## src/rtl/mc_control_fsm.sv

```systemverilog
// mc_control_fsm: multi-cycle RISC-V style control FSM with retire counter and memory timeout trap.
// Define CTRL_ILLEGAL_TRAP_EN to send unknown opcodes to TRAP instead of back to FETCH.
module mc_control_fsm #(
    parameter int unsigned CNT_W       = 32,
    parameter int unsigned MEM_TIMEOUT = 0
) (
    input  logic             clk,
    input  logic             rst_n,
    input  logic [6:0]       instruction_opcode,
    input  logic             mem_ready,
    input  logic             trap_ack,
    output logic             pc_write,
    output logic             ir_write,
    output logic             pc_source,
    output logic             reg_write,
    output logic             memory_read,
    output logic             is_immediate,
    output logic             memory_write,
    output logic             pc_write_cond,
    output logic             lorD,
    output logic             memory_to_reg,
    output logic [1:0]       aluop,
    output logic [1:0]       alu_src_a,
    output logic [1:0]       alu_src_b,
    output logic             instr_done,
    output logic [CNT_W-1:0] retire_count,
    output logic             trap,
    output logic             bus_error
);
    typedef enum logic [3:0] {
        S_FETCH, S_DECODE, S_MEMADR, S_MEMREAD, S_MEMWRITE, S_MEMWB, S_EXEC_R, S_EXEC_I,
        S_ALUWB, S_BRANCH, S_JAL, S_JALR_ADDR, S_JALR, S_AUIPC, S_LUI, S_TRAP
    } state_e;

`ifdef CTRL_ILLEGAL_TRAP_EN
    localparam state_e ILL_NEXT = S_TRAP;
`else
    localparam state_e ILL_NEXT = S_FETCH;
`endif
    localparam logic [15:0] TMO_LAST = 16'(MEM_TIMEOUT - 1);

    state_e           state_q, state_d;
    logic [15:0]      wait_q, wait_d;
    logic [CNT_W-1:0] retire_q, retire_d;
    logic             berr_q, berr_d;
    logic             is_wait, timeout;

    always_ff @(posedge clk or negedge rst_n) begin
        if (!rst_n) begin
            state_q  <= S_FETCH;
            wait_q   <= '0;
            retire_q <= '0;
            berr_q   <= 1'b0;
        end else begin
            state_q  <= state_d;
            wait_q   <= wait_d;
            retire_q <= retire_d;
            berr_q   <= berr_d;
        end
    end

    always_comb begin
        state_d       = state_q;
        berr_d        = berr_q;
        pc_write      = 1'b0;
        ir_write      = 1'b0;
        pc_source     = 1'b0;
        reg_write     = 1'b0;
        memory_read   = 1'b0;
        is_immediate  = 1'b0;
        memory_write  = 1'b0;
        pc_write_cond = 1'b0;
        lorD          = 1'b0;
        memory_to_reg = 1'b0;
        aluop         = 2'b00;
        alu_src_a     = 2'b00;
        alu_src_b     = 2'b00;
        instr_done    = 1'b0;
        trap          = 1'b0;
        case (state_q)
            S_FETCH: begin
                memory_read = 1'b1;
                alu_src_b   = 2'b01;
                ir_write    = mem_ready;
                pc_write    = mem_ready;
                state_d     = mem_ready ? S_DECODE : S_FETCH;
            end
            S_DECODE: begin
                alu_src_a = 2'b10;
                alu_src_b = 2'b10;
                case (instruction_opcode)
                    7'b0000011, 7'b0100011: state_d = S_MEMADR;
                    7'b0110011:             state_d = S_EXEC_R;
                    7'b0010011:             state_d = S_EXEC_I;
                    7'b1100011:             state_d = S_BRANCH;
                    7'b1101111:             state_d = S_JAL;
                    7'b1100111:             state_d = S_JALR_ADDR;
                    7'b0010111:             state_d = S_AUIPC;
                    7'b0110111:             state_d = S_LUI;
                    default:                state_d = ILL_NEXT;
                endcase
            end
            S_MEMADR: begin
                alu_src_a = 2'b01;
                alu_src_b = 2'b10;
                state_d   = (instruction_opcode == 7'b0000011) ? S_MEMREAD : S_MEMWRITE;
            end
            S_MEMREAD: begin
                memory_read = 1'b1;
                lorD        = 1'b1;
                state_d     = mem_ready ? S_MEMWB : S_MEMREAD;
            end
            S_MEMWRITE: begin
                memory_write = 1'b1;
                lorD         = 1'b1;
                instr_done   = mem_ready;
                state_d      = mem_ready ? S_FETCH : S_MEMWRITE;
            end
            S_MEMWB: begin
                memory_to_reg = 1'b1;
                reg_write     = 1'b1;
                instr_done    = 1'b1;
                state_d       = S_FETCH;
            end
            S_EXEC_R, S_EXEC_I: begin
                alu_src_a    = 2'b01;
                alu_src_b    = (state_q == S_EXEC_I) ? 2'b10 : 2'b00;
                aluop        = 2'b10;
                is_immediate = (state_q == S_EXEC_I);
                state_d      = S_ALUWB;
            end
            S_ALUWB: begin
                reg_write  = 1'b1;
                instr_done = 1'b1;
                state_d    = S_FETCH;
            end
            S_BRANCH: begin
                alu_src_a     = 2'b01;
                aluop         = 2'b01;
                pc_write_cond = 1'b1;
                pc_source     = 1'b1;
                instr_done    = 1'b1;
                state_d       = S_FETCH;
            end
            S_JAL, S_JALR: begin
                alu_src_a    = 2'b10;
                alu_src_b    = 2'b01;
                pc_source    = 1'b1;
                pc_write     = 1'b1;
                is_immediate = (state_q == S_JALR);
                state_d      = S_ALUWB;
            end
            S_JALR_ADDR: begin
                alu_src_a = 2'b01;
                alu_src_b = 2'b10;
                state_d   = S_JALR;
            end
            S_AUIPC, S_LUI: begin
                alu_src_a = (state_q == S_LUI) ? 2'b11 : 2'b10;
                alu_src_b = 2'b10;
                state_d   = S_ALUWB;
            end
            S_TRAP: begin
                trap = 1'b1;
                if (trap_ack) begin
                    state_d = S_FETCH;
                    berr_d  = 1'b0;
                end
            end
            default: state_d = S_FETCH;
        endcase
        // A ready on the last allowed cycle completes normally; only a still-idle bus traps.
        if (timeout) begin
            state_d = S_TRAP;
            berr_d  = 1'b1;
        end
    end

    assign is_wait      = (state_q == S_FETCH) || (state_q == S_MEMREAD) || (state_q == S_MEMWRITE);
    assign timeout      = (MEM_TIMEOUT != 0) && is_wait && !mem_ready && (wait_q == TMO_LAST);
    assign wait_d       = (is_wait && state_d == state_q) ? wait_q + 16'd1 : 16'd0;
    assign retire_d     = instr_done ? retire_q + CNT_W'(1) : retire_q;
    assign retire_count = retire_q;
    assign bus_error    = berr_q;
endmodule

```

## config.mk

```make
export PLATFORM = sky130hd
export DESIGN_NAME = mc_control_fsm
export DESIGN_NICKNAME = d
export VERILOG_FILES = /design/src/rtl/mc_control_fsm.sv
export SDC_FILE = /design/constraint.sdc
export NUM_CORES = 1
export LEC_CHECK = 0
export ABC_CLOCK_PERIOD_IN_PS = 5400
export CAP_MARGIN = 40
export CORE_AREA = 2 2 55 82
export CTS_BUF_LIST = sky130_fd_sc_hd__clkbuf_4 sky130_fd_sc_hd__clkbuf_8
export DETAILED_ROUTE_END_ITERATION = 8
export DIE_AREA = 0 0 57 84
export PLACE_DENSITY = 0.95
export SLEW_MARGIN = 15
export SYNTH_ARGS = -nofsm -noshare
export SYNTH_HDL_FRONTEND = slang
export SYNTH_SLANG_ARGS = --single-unit
```

## constraint.sdc

```tcl
create_clock -name clk -period 5.4 [get_ports clk]
set_clock_uncertainty 0.2 [all_clocks]
set_input_delay 1.62 -clock clk [delete_from_list [all_inputs] [get_ports clk]]
set_output_delay 1.62 -clock clk [all_outputs]
set_load 0.02 [all_outputs]
```

==> results of run 1 <==
## flip-flops by register name, summed over array words and instances, names as in the netlist
name	cells
retire_count	32
state_q	4
## routing by layer
| layer | global-route usage, % | up-vias | routed length (um) |
|---|---|---|---|
| met1 | 23.21 | 915 | 1909 |
| met5 | 0 | - | 0 |
| met4 | 11.63 | 0 | 107 |
| li1 | - | 883 | - |
| met3 | 5.116 | 10 | 272 |
| met2 | 38.56 | 69 | 2725 |
## cell usage in the layout, fill, tap and decap left out, types with 2 or more instances in the layout
master	instances
and4_1	4
xor2_1	8
nor3_1	3
a21oi_1	8
inv_1	4
nand2_1	19
nand3_1	14
or3_1	4
nor3_2	4
nand4_1	11
and3_1	12
nand2b_1	2
dfrtp_1	36
nor2_1	20
o21ai_0	9
xnor2_1	25
a21o_1	2
clkbuf_8	5
buf_4	3
a31oi_1	2
clkdlybuf4s50_1	60
nand3b_1	3
mux2_2	2
## power by group through the flow
stage | registers, uW | clock network (uW) | logic, uW
after global placement | 359 | 0 | 351
after global routing | 368 | 253 | 392
after floorplan | 350 | 0 | 210
final | 359 | 237 | 363
after detailed placement | 363 | 0 | 363
after CTS | 358 | 241 | 365
## worst reg2reg max path: cells and delay by family, from the launching register on
kind                      cells  cell delay (ns)
and+or+nand+nor               3             1.23
DFF                           1             0.62
AOI/OAI and AO/OA             1             0.32
xor gates and xnor gates      1             0.19
## area by class of cell
class                   instances  area (um^2)
repair buffers                 63        623.1
fillers                       327         1373
clock buffers                   6        76.32
inverters                       4        15.01
flip-flops and latches         36        900.9
multi-input cells             167         1056
well taps                      46        57.56
clock inverters                 2        35.03
## path summary, 6_finish.rpt
kind,from,cells after the start,end
worst max-delay path,mem_ready,5,instr_done
worst min-delay path,retire_count[31],1,retire_count[31]
worst max register to register,state_q[2],5,retire_count[28]
worst min register to register,retire_count[31],1,retire_count[31]
max in group asynchronous,rst_n,2,retire_count[19]
min in group asynchronous,rst_n,2,retire_count[8]
## cell families (layout without fill, tap and decap cells)
| group | Yosys count | in the layout |
|---|---|---|
| compound gates | 28 | 28 |
| flops | 36 | 36 |
| xor+xnor | 33 | 33 |
| buf+inv | 16 | 75 |
| mux | 2 | 2 |
| other cells | 1 | 1 |
| fa+ha+maj | 1 | 1 |
| simple gates | 102 | 102 |
## through the flow
stage	util, %	hold WS, ns	worst slack (ns)	power, uW
CTS	66.82	0.2834	0.2707	964.8
global placement	63.94	0.2603	0.2864	709.7
floorplan	-	0.3823	1.283	560.4
detailed placement	64.13	0.2696	0.2813	726.0
finish	66.82	0.2761	0.2676	959.3
global route	66.82	0.3144	0.1964	1012
==> flow_metrics.tcl, run 1 <==
set metrics [dict create \
    status "finished clean" \
    grt_pass1_vias 1910 \
    cts_hold_buf 0 \
    cts_resized 0 \
    synth_edf_count 0 \
    grt_pass1_wl_um 8280 \
    synth-simple-area-share_pct 27.28 \
    fin_area_um2 2764 \
    cts-root-buf "clkbuf_8" \
    synth_seq_area_share_pct 44.14 \
    grt_overflow_total 0 \
    synth_cell_types 40 \
    synth_top_area_share_pct 44.14 \
    finalCritPeriodShare_pct 95.04 \
    drive_above_1_share_pct 6.835 \
    setup_viol 0 \
    synth_compound_area_share_pct 8.400 \
    rsz0062_at_grt "false" \
    grt_max_degree 37 \
    crit_path_max_fanout 5 \
    n_antenna_cell 0 \
    synth_top_area_cell "dfrtp_1" \
    netlist_top_cells_area "dfrtp_1, xnor2_1, and3_1, nor2_1, nand2_1" \
    cts_buffers 5 \
    leakagePower_uw 0.001160 \
    die_x_um 57 \
    firstDrtPassIters 4 \
    dieArea_um2 4788 \
    detail_route.wl_per_cell_um 15.48 \
    coreArea_um2 4136 \
    pwr-share-clk_pct 24.7 \
    swShare_pct 36.65 \
    critical_path_arrival_ns 3.31 \
    die_h_um 84 \
    synth_top_family_by_area "simple AND/OR/NAND/NOR gates" \
    muxShareOfSynthArea_pct 1.104 \
    ys.warnings.count 0 \
    viasPerCell 5.793 \
    drv_slew 0 \
    crit_type "input port to output pin" \
    dr.first_iter.drc_count 84 \
    synth.most_common_cell "dfrtp_1" \
    fmax_mhz 194.8 \
    synth-seq-cells 36 \
    synth_fp_nets 231 \
    async_reset_ff_share_pct 100.0 \
    synth_cells 219 \
    p_seq_share_pct 37.4 \
    timing_hold_violations_final 0 \
    postCtsSetupBuffers 0 \
    cts.sinks 36 \
    place.gp.congestion 0.8570 \
    h-tree-depth 2 \
    totalWireLength_um 5015 \
    nNetsFinal 289 \
    synthTopCellsByCount "dfrtp_1, xnor2_1, nor2_1" \
    r2r_slack_ns 2.72 \
    end_kind "output pin" \
    pwr-share-comb_pct 37.8 \
    postRouteAntennaNets 0 \
    slowest_stage "clkdlybuf4s50_1" \
    path_cells "clkdlybuf4s50_1 -> nor2_1 -> o21a_1 -> nor2_1 -> clkdlybuf4s50_1" \
    min_path_type "register to register" \
    cp_slowest_stage_delay_ns 0.63 \
    initial_core_util_pct 49.33 \
    area_growth_pct 35.44 \
    dpl.hpwl_um 3669 \
    syn_area_um2 2041 \
    peakVddDrop_uv 311.6 \
    antenna_found_initial 0 \
    place_area_um2 2653 \
    syn_avg_cell_area_um2 9.318 \
    rows 29 \
    tightest_slew_ns 0.8641 \
    pin_count 62 \
    min_period_ns 5.132 \
    p_switching_uw 351.6 \
    grt_usage_pct 21.81 \
    final_cells 324 \
    synthXorXnorAreaFrac_pct 14.16 \
    synthFlopType "dfrtp_1" \
    maxCapViolCount 0 \
    p_int_uw 607.7 \
    path_delay_family "buffers and inverters" \
    clk_pin_slew_ns 0.07 \
    cts_tree "yes" \
    place_inst 316 \
    synthAdderAreaFrac_pct 0.6131 \
    p_per_area_nw_per_um2 347.1 \
    via_count 1877 \
    slew_headroom_pct 42.08 \
    start_kind "input port" \
    worstPathRequired_ns 3.58 \
    clk_path_buf_depth 2 \
    drc_errors 0 \
    tns_ns 0 \
    clk_latency_ns 0.29 \
    io_buffers 60 \
    critPathBufInv 2 \
]
Power figures use the tool's default switching activity.
==> run 2: changes to the inputs <==
--- a/config.mk
+++ b/config.mk
@@ -5,7 +5,7 @@
 export SDC_FILE = /design/constraint.sdc
 export NUM_CORES = 1
 export LEC_CHECK = 0
-export ABC_CLOCK_PERIOD_IN_PS = 5400
+export ABC_CLOCK_PERIOD_IN_PS = 6160
 export CAP_MARGIN = 40
 export CORE_AREA = 2 2 55 82
 export CTS_BUF_LIST = sky130_fd_sc_hd__clkbuf_4 sky130_fd_sc_hd__clkbuf_8
==> constraint.sdc (replaced) <==
create_clock -name clk -period 6.16 [get_ports clk]
set_clock_uncertainty 0.2 [all_clocks]
set_input_delay 1.848 -clock clk [delete_from_list [all_inputs] [get_ports clk]]
set_output_delay 1.848 -clock clk [all_outputs]
set_load 0.02 [all_outputs]
==> flow_metrics.tcl, run 2 (synthesis results as in run 1) <==
set metrics [dict create \
    peakVddDrop_uv 297.8 \
    setup_slack_ns 0.4416 \
    rsz0062_at_grt "false" \
    maxCapViolCount 0 \
    cts_resized 0 \
    io_buffers 60 \
    min_from "retire_count[31]" \
    end_kind "output pin" \
    timing_hold_violations_final 0 \
    dieArea_um2 4788 \
    drv_slew 0 \
    drc_errors 0 \
    rows 29 \
    pin_count 62 \
    worstSetupEndpoint "instr_done" \
    drive_above_1_share_pct 6.159 \
    finalCritPeriodShare_pct 92.83 \
    tightest_slew_ns 0.8750 \
    grt_overflow_total 0 \
    firstDrtPassIters 4 \
    cts-root-buf "clkbuf_8" \
    start_kind "input port" \
    r2r_slack_ns 3.42 \
    area_growth_pct 34.70 \
    slowest_stage "clkdlybuf4s50_1" \
    p_per_area_nw_per_um2 303.6 \
    place_inst 314 \
    die_h_um 84 \
    crit_start "mem_ready" \
    final_cell_mix "clkdlybuf4s50_1, dfrtp_1, xnor2_1" \
    crit_type "input port to output pin" \
    swShare_pct 37.21 \
    min_period_ns 5.718 \
    cts_hold_buf 0 \
    setup_viol 0 \
    h-tree-depth 2 \
    pwr-share-clk_pct 25.0 \
    detail_route.wl_per_cell_um 15.26 \
    tns_ns 0 \
    totalWireLength_um 4913 \
    initial_core_util_pct 49.33 \
    clk_path_buf_depth 2 \
    grt_pass1_wl_um 7817 \
    rr_endpoint "retire_count[27]" \
    worstPathRequired_ns 4.11 \
    cts_tree "yes" \
    dr.first_iter.drc_count 59 \
    antenna_found_initial 0 \
    critical_path_arrival_ns 3.67 \
    coreArea_um2 4136 \
    final_cells 322 \
    place.gp.congestion 0.8470 \
    timing.hold.ws_ns 0.2691 \
    num-fill-cells 332 \
    reg2reg_depth 5 \
    cts.sinks 36 \
    status "finished clean" \
    via_count 1898 \
    pwr-share-comb_pct 37.3 \
    die_x_um 57 \
    clk_latency_ns 0.29 \
    grt_usage_pct 20.36 \
    nNetsFinal 287 \
    fmax_mhz 174.9 \
    postCtsSetupBuffers 0 \
    p_int_uw 523.9 \
    n_antenna_cell 0 \
    grt_max_degree 37 \
    min_path_type "register to register" \
    grt_pass1_vias 1779 \
    crit_path_max_fanout 5 \
    dpl.hpwl_um 3599 \
    reg2reg_from "state_q[2]" \
    final_common_cell "clkdlybuf4s50_1" \
    slew_headroom_pct 41.35 \
    viasPerCell 5.894 \
    clk_pin_slew_ns 0.08 \
    cp_slowest_stage_delay_ns 0.67 \
    cts_buffers 5 \
    postRouteAntennaNets 0 \
    p_seq_share_pct 37.7 \
    leakagePower_uw 0.001145 \
    path_cells "clkdlybuf4s50_1 -> nor2_1 -> o21a_1 -> nor2_1 -> clkdlybuf4s50_1" \
    p_switching_uw 310.5 \
    largest_register_ffs 32 \
    pre_cts_ws_ns 0.4384 \
]
==> run 2: critical path, delay by kind of cell <==
| kind | cells | cell delay (ns) |
|---|---|---|
| AOI/OAI and AO/OA | 1 | 0.26 |
| buffers and inverters | 2 | 1.23 |
| and+or+nand+nor | 2 | 0.33 |
==> run 2: power by group through the flow <==
stage,Combinational [uW],Sequential (uW),Clock [uW]
final,311,315,209
after global routing,338,320,217
after detailed placement,311,318,0
after floorplan,184,307,0
after CTS,313,313,210
after global placement,305,314,0
==> run 2: area by class of cell <==
type / instances / area [um^2] / area share [%]
Clock buffer: 5 / 68.82 / 2.503
Clock inverter: 3 / 42.54 / 1.548
Inverter: 4 / 15.01 / 0.5462
Multi-Input combinational cell: 167 / 1056 / 38.42
Sequential cell: 36 / 900.9 / 32.77
Tap cell: 46 / 57.56 / 2.094
Timing Repair Buffer: 61 / 608.1 / 22.12
==> run 2: worst min-delay path by stage <==
stage	endpoint	slack, ns	depth (start not counted)
after floorplan	retire_count[31]	0.38	1
final	retire_count[31]	0.27	1
after CTS	retire_count[31]	0.28	1
after detailed placement	retire_count[31]	0.27	1
after global routing	retire_count[31]	0.30	1
after global placement	retire_count[31]	0.26	1
==> run 2: metal layers <==
metal  track usage, %  part of all wire (%)
met1            21.22                    39
met4            8.034                   1.8
met5                0                     0
met2            37.72                    53
met3            4.961                   6.0
==> run 2: through the flow <==
| stage | util [%] | total power (uW) | instance area [um^2] |
|---|---|---|---|
| final | 66.45 | 834.4 | 2749 |
| after global placement | 63.76 | 619.3 | 2638 |
| after global routing | 66.45 | 874.8 | 2749 |
| after floorplan | - | 491.2 | 2041 |
| after CTS | 66.45 | 835.6 | 2749 |
| after detailed placement | 63.76 | 628.7 | 2638 |
==> run 3: changes to the inputs <==
--- a/config.mk
+++ b/config.mk
@@ -11,6 +11,7 @@
 export CTS_BUF_LIST = sky130_fd_sc_hd__clkbuf_4 sky130_fd_sc_hd__clkbuf_8
 export DETAILED_ROUTE_END_ITERATION = 8
 export DIE_AREA = 0 0 57 84
+export GPL_ROUTABILITY_DRIVEN = 0
 export PLACE_DENSITY = 0.95
 export SLEW_MARGIN = 15
 export SYNTH_ARGS = -nofsm -noshare
==> flow_metrics.tcl, run 3 (synthesis results as in run 1) <==
set metrics [dict create \
    largest_register_ffs 32 \
    rows 29 \
    critPathBufInv 2 \
    detail_route.wl_per_cell_um 15.57 \
    min_path_type "register to register" \
    path_cells "clkdlybuf4s50_1 -> nor2_1 -> o21a_1 -> nor2_1 -> clkdlybuf4s50_1" \
    critical_path_arrival_ns 3.66 \
    grt_pass1_vias 1833 \
    grt_usage_pct 22.40 \
    leakagePower_uw 0.001161 \
    crit_type "input port to output pin" \
    cts_hold_buf 0 \
    nNetsFinal 288 \
    cp.depth 5 \
    final_cell_mix "clkdlybuf4s50_1, dfrtp_1, xnor2_1" \
    dieArea_um2 4788 \
    totalWireLength_um 5029 \
    via_count 1913 \
    slowest_stage "clkdlybuf4s50_1" \
    area_growth_pct 35.81 \
    tightest_slew_ns 0.8057 \
    firstDrtPassIters 4 \
    peakVddDrop_uv 293.5 \
    initial_core_util_pct 49.33 \
    setup_slack_ns 0.4523 \
    whs_path_depth 1 \
    setup_viol 0 \
    antenna_found_initial 0 \
    drive_above_1_share_pct 6.498 \
    grt_max_degree 37 \
    status "finished clean" \
    h-tree-depth 2 \
    pre_cts_ws_ns 0.4432 \
    grt_overflow_total 0 \
    maxCapViolCount 0 \
    pin_count 62 \
    path_delay_family "buffers and inverters" \
    tns_ns 0 \
    r2r_slack_ns 3.50 \
    die_h_um 84 \
    clk_path_buf_depth 2 \
    p_total_uw 853.8 \
    slew_headroom_pct 45.99 \
    end_kind "output pin" \
    postRouteAntennaNets 0 \
    crit_path_max_fanout 5 \
    die_x_um 57 \
    timing_hold_violations_final 0 \
    min_period_ns 5.708 \
    clk_latency_ns 0.29 \
    dr.first_iter.drc_count 71 \
    drc_errors 0 \
    final_common_cell "clkdlybuf4s50_1" \
    finalCritPeriodShare_pct 92.66 \
    worstPathRequired_ns 4.11 \
    reg2reg_depth 5 \
    dpl.hpwl_um 3709 \
    cts.sinks 36 \
    cts-root-buf "clkbuf_8" \
    viasPerCell 5.923 \
    n_antenna_cell 0 \
    drv_slew 0 \
    cts_tree "yes" \
    grt_pass1_wl_um 8562 \
    io_buffers 60 \
    rsz0062_at_grt "false" \
    coreArea_um2 4136 \
    cp_slowest_stage_delay_ns 0.67 \
    num-fill-cells 323 \
    p_per_area_nw_per_um2 308.1 \
    fmax_mhz 175.2 \
    postCtsSetupBuffers 0 \
    cts_buffers 5 \
    cts_resized 0 \
    clk_pin_slew_ns 0.07 \
    start_kind "input port" \
]
-- run 3: cell count changes in the layout (fill, tap and decap cells not counted), sizes merged --
cell	change
clkinvlp	-1
buf	+1
clkbuf	+2
clkinv	-1
-- run 3: power by group --
part	switching (uW)	internal (uW)	total (uW)
clock	84.7	143	228
combinational	166	146	312
sequential	55.1	259	314
-- run 3: stage by stage --
step	std cells	area, um^2	utilization (%)	hold WS, ns
floorplan	219	2041	-	0.3823
global placement	314	2638	63.76	0.2606
detailed placement	314	2638	63.76	0.2808
CTS	322	2764	66.82	0.2942
global route	323	2771	67.00	0.3135
finish	323	2771	67.00	0.2906
-- run 3: metal layers --
| metal | GRT usage (%) | vias up | routed length, um |
|---|---|---|---|
| met5 | 0 | - | 0 |
| met1 | 25.08 | 939 | 1937 |
| li1 | - | 886 | - |
| met2 | 40.54 | 75 | 2731 |
| met3 | 5.581 | 13 | 266 |
| met4 | 6.977 | 0 | 93 |
-- run 3: final cells by class --
cell class	count	area (um^2)	share of cell area (%)
Tap cell	46	57.56	2.077
Timing Repair Buffer	62	615.6	22.21
Clock buffer	7	96.34	3.476
Inverter	4	15.01	0.5418
Multi-Input combinational cell	167	1056	38.10
Clock inverter	1	30.03	1.084
Sequential cell	36	900.9	32.51
-- run 3: final timing paths --
check,startpoint,end
worst max-delay path,mem_ready,instr_done
worst min-delay path,retire_count[16],retire_count[16]
min in group asynchronous,rst_n,retire_count[28]
worst min register to register,retire_count[16],retire_count[16]
max in group asynchronous,rst_n,retire_count[30]
worst max register to register,state_q[2],retire_count[26]
